--- config.mk ---
export PLATFORM = sky130hd
export DESIGN_NAME = flash_rd_seq
export DESIGN_NICKNAME = d
export VERILOG_FILES = /design/src/rtl/flash_rd_seq.sv
export SDC_FILE = /design/constraint.sdc
export NUM_CORES = 1
export LEC_CHECK = 0
export BUFFER_PORTS_ARGS = -buffer_cell sky130_fd_sc_hd__clkbuf_2
export CORE_MARGIN = 2
export CORE_UTILIZATION = 35
export CTS_CLUSTER_DIAMETER = 100
export DETAILED_ROUTE_END_ITERATION = 10
export PLACE_DENSITY = 0.57
export RECOVER_POWER = 100
export SYNTH_ARGS = -nofsm -noshare
export SYNTH_HDL_FRONTEND = slang
export SYNTH_SLANG_ARGS = --single-unit
--- constraint.sdc ---
create_clock -name sys_clk -period 2.1 [get_ports sys_clk]
set_clock_uncertainty 0.1 [all_clocks]
set_input_delay 0.21 -clock sys_clk [delete_from_list [all_inputs] [get_ports sys_clk]]
set_output_delay 0.21 -clock sys_clk [all_outputs]
set_load 0.05 [all_outputs]
--- src/rtl/flash_rd_seq.sv ---
// SPI flash read sequencer: drives CS, shifts out READ opcode plus a 24-bit address,
// then requests bytes from the downstream receiver and streams them out with backpressure.
module flash_rd_seq #(
  parameter int unsigned HALF     = 5,
  parameter int unsigned CS_SETUP = 4,
  parameter int unsigned CS_HOLD  = 4,
  parameter int unsigned LEN_W    = 16
) (
  input  logic             sys_clk,
  input  logic             sys_rst,
  input  logic             start,
  input  logic [23:0]      rd_addr,
  input  logic [LEN_W-1:0] rd_len,
  output logic             busy,
  output logic             done,
  output logic             spi_cs_n,
  output logic             spi_mosi,
  output logic             tx_sclk,
  output logic             sclk_sel,
  output logic             rx_en,
  input  logic             rx_done,
  input  logic [7:0]       rx_data,
  output logic [7:0]       rd_data,
  output logic             rd_valid,
  input  logic             rd_ready
);

  localparam int unsigned TW = 16;
  localparam logic [TW-1:0] SETUP_LAST = TW'(CS_SETUP - 1);
  localparam logic [TW-1:0] HOLD_LAST  = TW'(CS_HOLD - 1);
  localparam logic [TW-1:0] HALF_M1    = TW'(HALF - 1);
  localparam logic [TW-1:0] BIT_LAST   = TW'(2 * HALF - 1);

  typedef enum logic [2:0] {
    IDLE,
    SETUP,
    TX,
    RX_START,
    RX_WAIT,
    OUT,
    HOLD
  } state_t;

  state_t           state_q;
  logic [TW-1:0]    timer_q, timer_d;
  logic [4:0]       bit_q, bit_d;
  logic [31:0]      sr_q, sr_d;
  logic [LEN_W-1:0] cnt_q, cnt_d;
  logic             cs_n_q, sclk_q, mosi_q, sel_q, rx_en_q;
  logic             busy_q, done_q, valid_q;
  logic [7:0]       data_q;

  always_comb begin
    timer_d = timer_q + 1'b1;
    bit_d   = bit_q + 1'b1;
    sr_d    = {sr_q[30:0], 1'b0};
    cnt_d   = cnt_q - 1'b1;
  end

  always_ff @(posedge sys_clk) begin
    if (sys_rst) begin
      state_q <= IDLE;
      timer_q <= '0;
      bit_q   <= '0;
      sr_q    <= '0;
      cnt_q   <= '0;
      cs_n_q  <= 1'b1;
      sclk_q  <= 1'b0;
      mosi_q  <= 1'b0;
      sel_q   <= 1'b0;
      rx_en_q <= 1'b0;
      busy_q  <= 1'b0;
      done_q  <= 1'b0;
      valid_q <= 1'b0;
      data_q  <= '0;
    end else begin
      done_q  <= 1'b0;
      rx_en_q <= 1'b0;
      case (state_q)
        IDLE: begin
          if (start) begin
            if (rd_len != '0) begin
              sr_q    <= {8'h03, rd_addr};
              cnt_q   <= rd_len;
              busy_q  <= 1'b1;
              cs_n_q  <= 1'b0;
              timer_q <= '0;
              state_q <= SETUP;
            end else begin
              done_q <= 1'b1;
            end
          end
        end
        SETUP: begin
          if (timer_q == SETUP_LAST) begin
            timer_q <= '0;
            bit_q   <= '0;
            mosi_q  <= sr_q[31];
            state_q <= TX;
          end else begin
            timer_q <= timer_d;
          end
        end
        TX: begin
          // Outputs are registered, so each edge sets up the value for the next phase.
          if (timer_q == BIT_LAST) begin
            timer_q <= '0;
            sclk_q  <= 1'b0;
            if (bit_q == 5'd31) begin
              mosi_q  <= 1'b0;
              sel_q   <= 1'b1;
              rx_en_q <= 1'b1;
              state_q <= RX_START;
            end else begin
              bit_q  <= bit_d;
              sr_q   <= sr_d;
              mosi_q <= sr_q[30];
            end
          end else begin
            timer_q <= timer_d;
            if (timer_q == HALF_M1) sclk_q <= 1'b1;
          end
        end
        RX_START: begin
          state_q <= RX_WAIT;
        end
        RX_WAIT: begin
          if (rx_done) begin
            data_q  <= rx_data;
            valid_q <= 1'b1;
            cnt_q   <= cnt_d;
            state_q <= OUT;
          end
        end
        OUT: begin
          if (rd_ready) begin
            valid_q <= 1'b0;
            if (cnt_q != '0) begin
              rx_en_q <= 1'b1;
              state_q <= RX_START;
            end else begin
              timer_q <= '0;
              state_q <= HOLD;
            end
          end
        end
        HOLD: begin
          if (timer_q == HOLD_LAST) begin
            cs_n_q  <= 1'b1;
            sel_q   <= 1'b0;
            busy_q  <= 1'b0;
            done_q  <= 1'b1;
            state_q <= IDLE;
          end else begin
            timer_q <= timer_d;
          end
        end
        default: state_q <= IDLE;
      endcase
    end
  end

  assign busy     = busy_q;
  assign done     = done_q;
  assign spi_cs_n = cs_n_q;
  assign spi_mosi = mosi_q;
  assign tx_sclk  = sclk_q;
  assign sclk_sel = sel_q;
  assign rx_en    = rx_en_q;
  assign rd_data  = data_q;
  assign rd_valid = valid_q;

endmodule

# == Word level (Yosys, flattened, before mapping) ==
# Cells that the tools add are included.
# op_classes
addsub,3
reduce_logical,22
mux,60
n_eq_ne,21
# op_table
cell,n
two-way mux 16 bit,10
two-way mux 32 bit,4
one-hot mux 16 bit (5 select lines),1
one-hot mux 32 bit (2 select lines),1
one-hot mux 16 bit (2 select lines),1
nonzero test 16 bit,2
two-way mux 3 bit,9
two-way mux 1 bit,22
!= test 2 bit (second input constant),11
one-hot mux 3 bit (7 select lines),1
adder 16 x 1 -> 16 bit (second input constant),1
== test 16 x 2 -> 1 bit (second input constant),1
== test 16 x 3 -> 1 bit (second input constant),1
== test 16 x 4 -> 1 bit (second input constant),1
AND reduction 4 bit,4
subtractor 16 x 1 -> 16 bit (second input constant),1
two-way mux 5 bit,3
one-hot mux 1 bit (2 select lines),7
nonzero test 2 bit,7
one-hot mux 5 bit (2 select lines),1
== test 3 bit (second input constant),3
AND reduction 8 bit,1
== test 3 x 2 -> 1 bit (second input constant),2
AND reduction 3 bit,2
other kinds (8),9
# word_totals
register_bits,88
elab_cells,120
input_bits,53
out_inout_bits,16

# == Logic depth before layout (Yosys ltp) ==
# depth
ltp_word,4
ltp_mapped,11
depth_no_buf,9

# == Least setup slack after synthesis ==
# No wires, ideal clock.
# synth_timing
path_type,flip-flop to flip-flop
startpoint,register timer_q[0]
endpoint,register timer_q[10]
setup_slack_ns,-0.062
period_less_slack_ns,2.162
setup_time_ns,0.088
path_buffers,1
stages_incl_launch_ff,8
required_ns,1.912
t_arrival_ns,1.974
cell_sequence,dfxtp_1 ha_1 nor3b_1 nand4_2 and4b_1 o31a_4 buf_6 a311oi_2
# synth_via
elab_chain_len,3
elab_cells_between_ends,9
cone_classes,add/sub: 1; eq/ne: 3; mux: 4; reduce/logical: 1
# synth_rtl
item,line_no,text
from (decl),45,"logic [TW-1:0] timer_q, timer_d;"
from (signal assigned),101,timer_q <= timer_d;
from (signal assigned),120,timer_q <= timer_d;
from (signal assigned),155,timer_q <= timer_d;
adder 16 x 1 -> 16 bit (tied with other cells),54,timer_d = timer_q + 1'b1;
two-way mux 16 bit (tied with other cells),148,if (timer_q == HOLD_LAST) begin
one-hot mux 16 bit (5 select lines) / AND reduction 6 bit (equally long branches),--,
# Several ways; a longest one is shown, not always the timed one. The select of a mux whose other input is x is not followed.
# A chain may end at the register's enable or synchronous reset.

# == Final worst setup path ==
# layout_timing
startpoint,register timer_q[13]
endpoint,register timer_q[6]
# layout_via
elab_chain_len,3
elab_cells_between_ends,7
cone_classes,eq/ne: 3; mux: 3; reduce/logical: 1
# layout_rtl
item,line_no,text
== test 16 x 4 -> 1 bit / == test 16 x 2 -> 1 bit (equally long branches),"106, 95, 148",
two-way mux 16 bit (tied with other cells),106,if (timer_q == BIT_LAST) begin
one-hot mux 16 bit (5 select lines) / AND reduction 6 bit (equally long branches),--,
# Several ways; a longest one is shown, not always the timed one.

==> impl_metrics.env <==
export IMPL_layout_setup_ws_ps=31.1
export IMPL_worst_path_buf_inv=2
export IMPL_remaining_drc_errors=0
export IMPL_diodes=0
export IMPL_placed_cell_area_um2=5330
export IMPL_grt_pass1_vias=4152
export IMPL_cp_data_required_time_ps=2250
export IMPL_num_io_pins=69
export IMPL_post_route_period_util=0.985
export IMPL_core_um2=12500
export IMPL_vdd_drop_max_mv=0.469
export IMPL_h_tree_depth=3
export IMPL_grt_pass1_wl_um=19500
export IMPL_syn_area_per_cell_um2=7.73
export IMPL_powerDensity_nw_per_um2=1090
export IMPL_path_class="flop to flop"
export IMPL_cts_made_buffers=9
export IMPL_syn_to_final_growth_pct=36.5
export IMPL_synth_seq_area_share=0.395
export IMPL_cts_sinks=88
export IMPL_layout_common_cells="nand2_1 (119), dfxtp_1 (79), buf_4 (63)"
export IMPL_final_util=0.487
export IMPL_yosysTopAreaCell="dfxtp_1"
export IMPL_finalSetupTns_ps=0
export IMPL_grt_ovfl_total=0
export IMPL_wl_per_cell_um=14.5
export IMPL_synthTopCellsByArea="dfxtp_1 (39%), nand2_1 (10%), a21oi_1 (6.1%)"
export IMPL_hold_viol_final=0
export IMPL_final_area_um2=6090
export IMPL_layout_commonest_cell="nand2_1"
export IMPL_dp_slack_ps=-32.1
export IMPL_worstHoldStart="rd_addr[4]"
export IMPL_yosys_warnings=0
export IMPL_antenna_found_initial=0
export IMPL_crit_path_start_kind="flop"
export IMPL_dieArea_um2=13700
export IMPL_grt_setup_unrepaired="true"
export IMPL_worst_path_max_delay_cell="dfxtp_2"
export IMPL_status="complete, no violations"
export IMPL_worstRegToRegCells=7
export IMPL_worst_slew_pin_slew_ps=637
export IMPL_grt_start_max_net_pins=89
export IMPL_rr_startpoint="timer_q[13]"
export IMPL_min_path_cells=3
export IMPL_critPathTopFamily="simple AND/OR/NAND/NOR gates"
export IMPL_critPathMaxStageDelay_ps=320
export IMPL_finalSetupViolCount=0
export IMPL_postRouteWirelength_um=12600
export IMPL_drt_iter0_drc=348
export IMPL_p_leak_nw=2.31
export IMPL_syn_inst=577
export IMPL_die_y_um=117
export IMPL_drtAntennaViolNets=0
export IMPL_reg2reg_to="timer_q[6]"
export IMPL_yosysUniqueCellTypes=57
export IMPL_crit_path_cell_trace="nor4_2, buf_4, nand4_4, and4b_2, o31a_4, buf_12, a311oi_2"
export IMPL_cts_tree="yes"
export IMPL_final_layout_size_suffix_gt1_frac=0.285
export IMPL_gp_congestion=0.877
export IMPL_vias_per_cell=5.30
export IMPL_port_buffers=68
export IMPL_async_flop_share=0
export IMPL_initial_utilization=0.357
export IMPL_fin_hold_ws_ps=11.6
export IMPL_nNetsFinal=755
export IMPL_clock_latency_ps=340
export IMPL_dr_pass1_iters=4
export IMPL_critPathArrivalTime_ps=2220
export IMPL_max_cap_violations=0
export IMPL_die_w_um=117
export IMPL_clk_path_buf_depth=2
export IMPL_synth_edff_count=0
export IMPL_r2r_setup_slack_ps=30
export IMPL_clk_pin_slew_worst_paths_ps=70
export IMPL_root_buffer="clkbuf_16"
export IMPL_vias=4630
export IMPL_placementRows=41
export IMPL_synth_seq_cells=88
export IMPL_drv_slew=0
export IMPL_path_max_fanout=5
export IMPL_cp_end_kind="flop"
export IMPL_grt_use_total=0.177
export IMPL_finalCriticalPeriod_ps=2070
export IMPL_hpwlAfterDp_um=7990
export IMPL_max_slew_margin=0.577
export IMPL_syn_area_um2=4460
export IMPL_hold_path_end="sr_q[4]"
export IMPL_yosysTopAreaCellShare=0.395
export IMPL_syn_nets=636
export IMPL_fmax_mhz=483
export IMPL_worstHoldPathType="input port to flop"
export IMPL_synthFlopType="dfxtp_1"
export IMPL_fillCellCount=1255
per-stage QoR:
| step | total power, W | cells |
|---|---|---|
| 2_1_floorplan | 0.00377 | 577 |
| 3_3_place_gp | 0.00449 | 833 |
| 3_5_place_dp | 0.00453 | 833 |
| 4_1_cts | 0.00617 | 859 |
| 5_1_grt | 0.00708 | 873 |
| 6_report | 0.00662 | 873 |
layout make-up:
type | instances | area, um2 | area share
tap | 172 | 215 | 0.0353
clock inverter | 6 | 41.3 | 0.00678
timing repair buffer | 149 | 1060 | 0.175
multi-input combinational | 438 | 2720 | 0.446
clock buffer | 10 | 239 | 0.0392
inverter | 10 | 37.5 | 0.00616
sequential | 88 | 1780 | 0.292
how the worst max path moves through the flow:
| stage | startpoint | end | slack (ps) | cells after the start |
|---|---|---|---|---|
| finish | timer_q[13] | timer_q[6] | 30 | 7 |
| global route | timer_q[1] | sr_q[22] | -60 | 9 |
| CTS | bit_q[0] | sr_q[29] | -5 | 10 |
| detailed placement | bit_q[0] | sr_q[2] | -30 | 10 |
| global placement | cnt_q[0] | cnt_q[14] | 70 | 9 |
| floorplan | timer_q[5] | timer_q[10] | 10 | 6 |
cell usage after synthesis, types with 4 or more instances:
library cell	count
a311oi_1	28
a211oi_1	5
a22oi_1	6
dfxtp_1	88
nor2_1	62
o41ai_1	4
buf_2	5
a31oi_1	4
nor3_1	15
nand3_1	16
o31ai_1	4
a21oi_1	54
nand2b_1	6
inv_1	10
nand2_1	120
o21ai_0	18
nand4_1	9
nor4_1	9
ha_1	6
and2_1	4
clkbuf_1	34
a311oi_2	8
or3_1	6
nor3b_1	6
report_power, final:
group	switching, W	leakage [nW]	internal [W]
sequential	0.000256	0.723	0.00195
clock	0.000674	0.143	0.000838
combinational	0.00163	1.45	0.00127
worst reg2reg max path: cells and delay by family, from the launching register on:
kind	cells	cell delay [ps]
buffers and inverters	2	330
AOI/OAI and AO/OA	2	530
and+or+nand+nor	3	690
DFF	1	320
metal layers:
layer  track usage  part of all wire  vias to the layer above
li1              -                 -                     2335
met1         0.236              0.46                     2186
met2         0.286              0.49                      101
met3        0.0319             0.041                        8
met4        0.0659             0.011                        0
met5             0                 0                        -
cells by family after synthesis:
kind of cell / count (synthesis) / synth area share
AND/OR/NAND/NOR: 278 / 0.294
AO/OA/AOI/OAI: 149 / 0.239
flip-flops: 88 / 0.395
buffers and inverters: 53 / 0.0493
adder cells (fa/ha/maj): 6 / 0.0168
XOR/XNOR: 2 / 0.00393
multiplexers: 1 / 0.00224
repair_timing:
item,4_1_cts,5_1_grt
hold endpoints to repair,9,0
pin swaps,1,20
buffers inserted,0,10
resized for setup,2,52
hold buffers,9,0
setup endpoints to repair,19,58
gates cloned,1,4
registers in the layout, indices dropped and copies added, names as in the netlist:
| register | flops |
|---|---|
| bit_q | 5 |
| busy | 1 |
| cnt_q | 16 |
| done | 1 |
| rd_data | 8 |
| rd_valid | 1 |
| rx_en | 1 |
| sclk_sel | 1 |
| spi_cs_n | 1 |
| spi_mosi | 1 |
| sr_q | 32 |
| state_q | 3 |
| timer_q | 16 |
| tx_sclk | 1 |
Note: power is estimated with default switching activity, not from simulation.
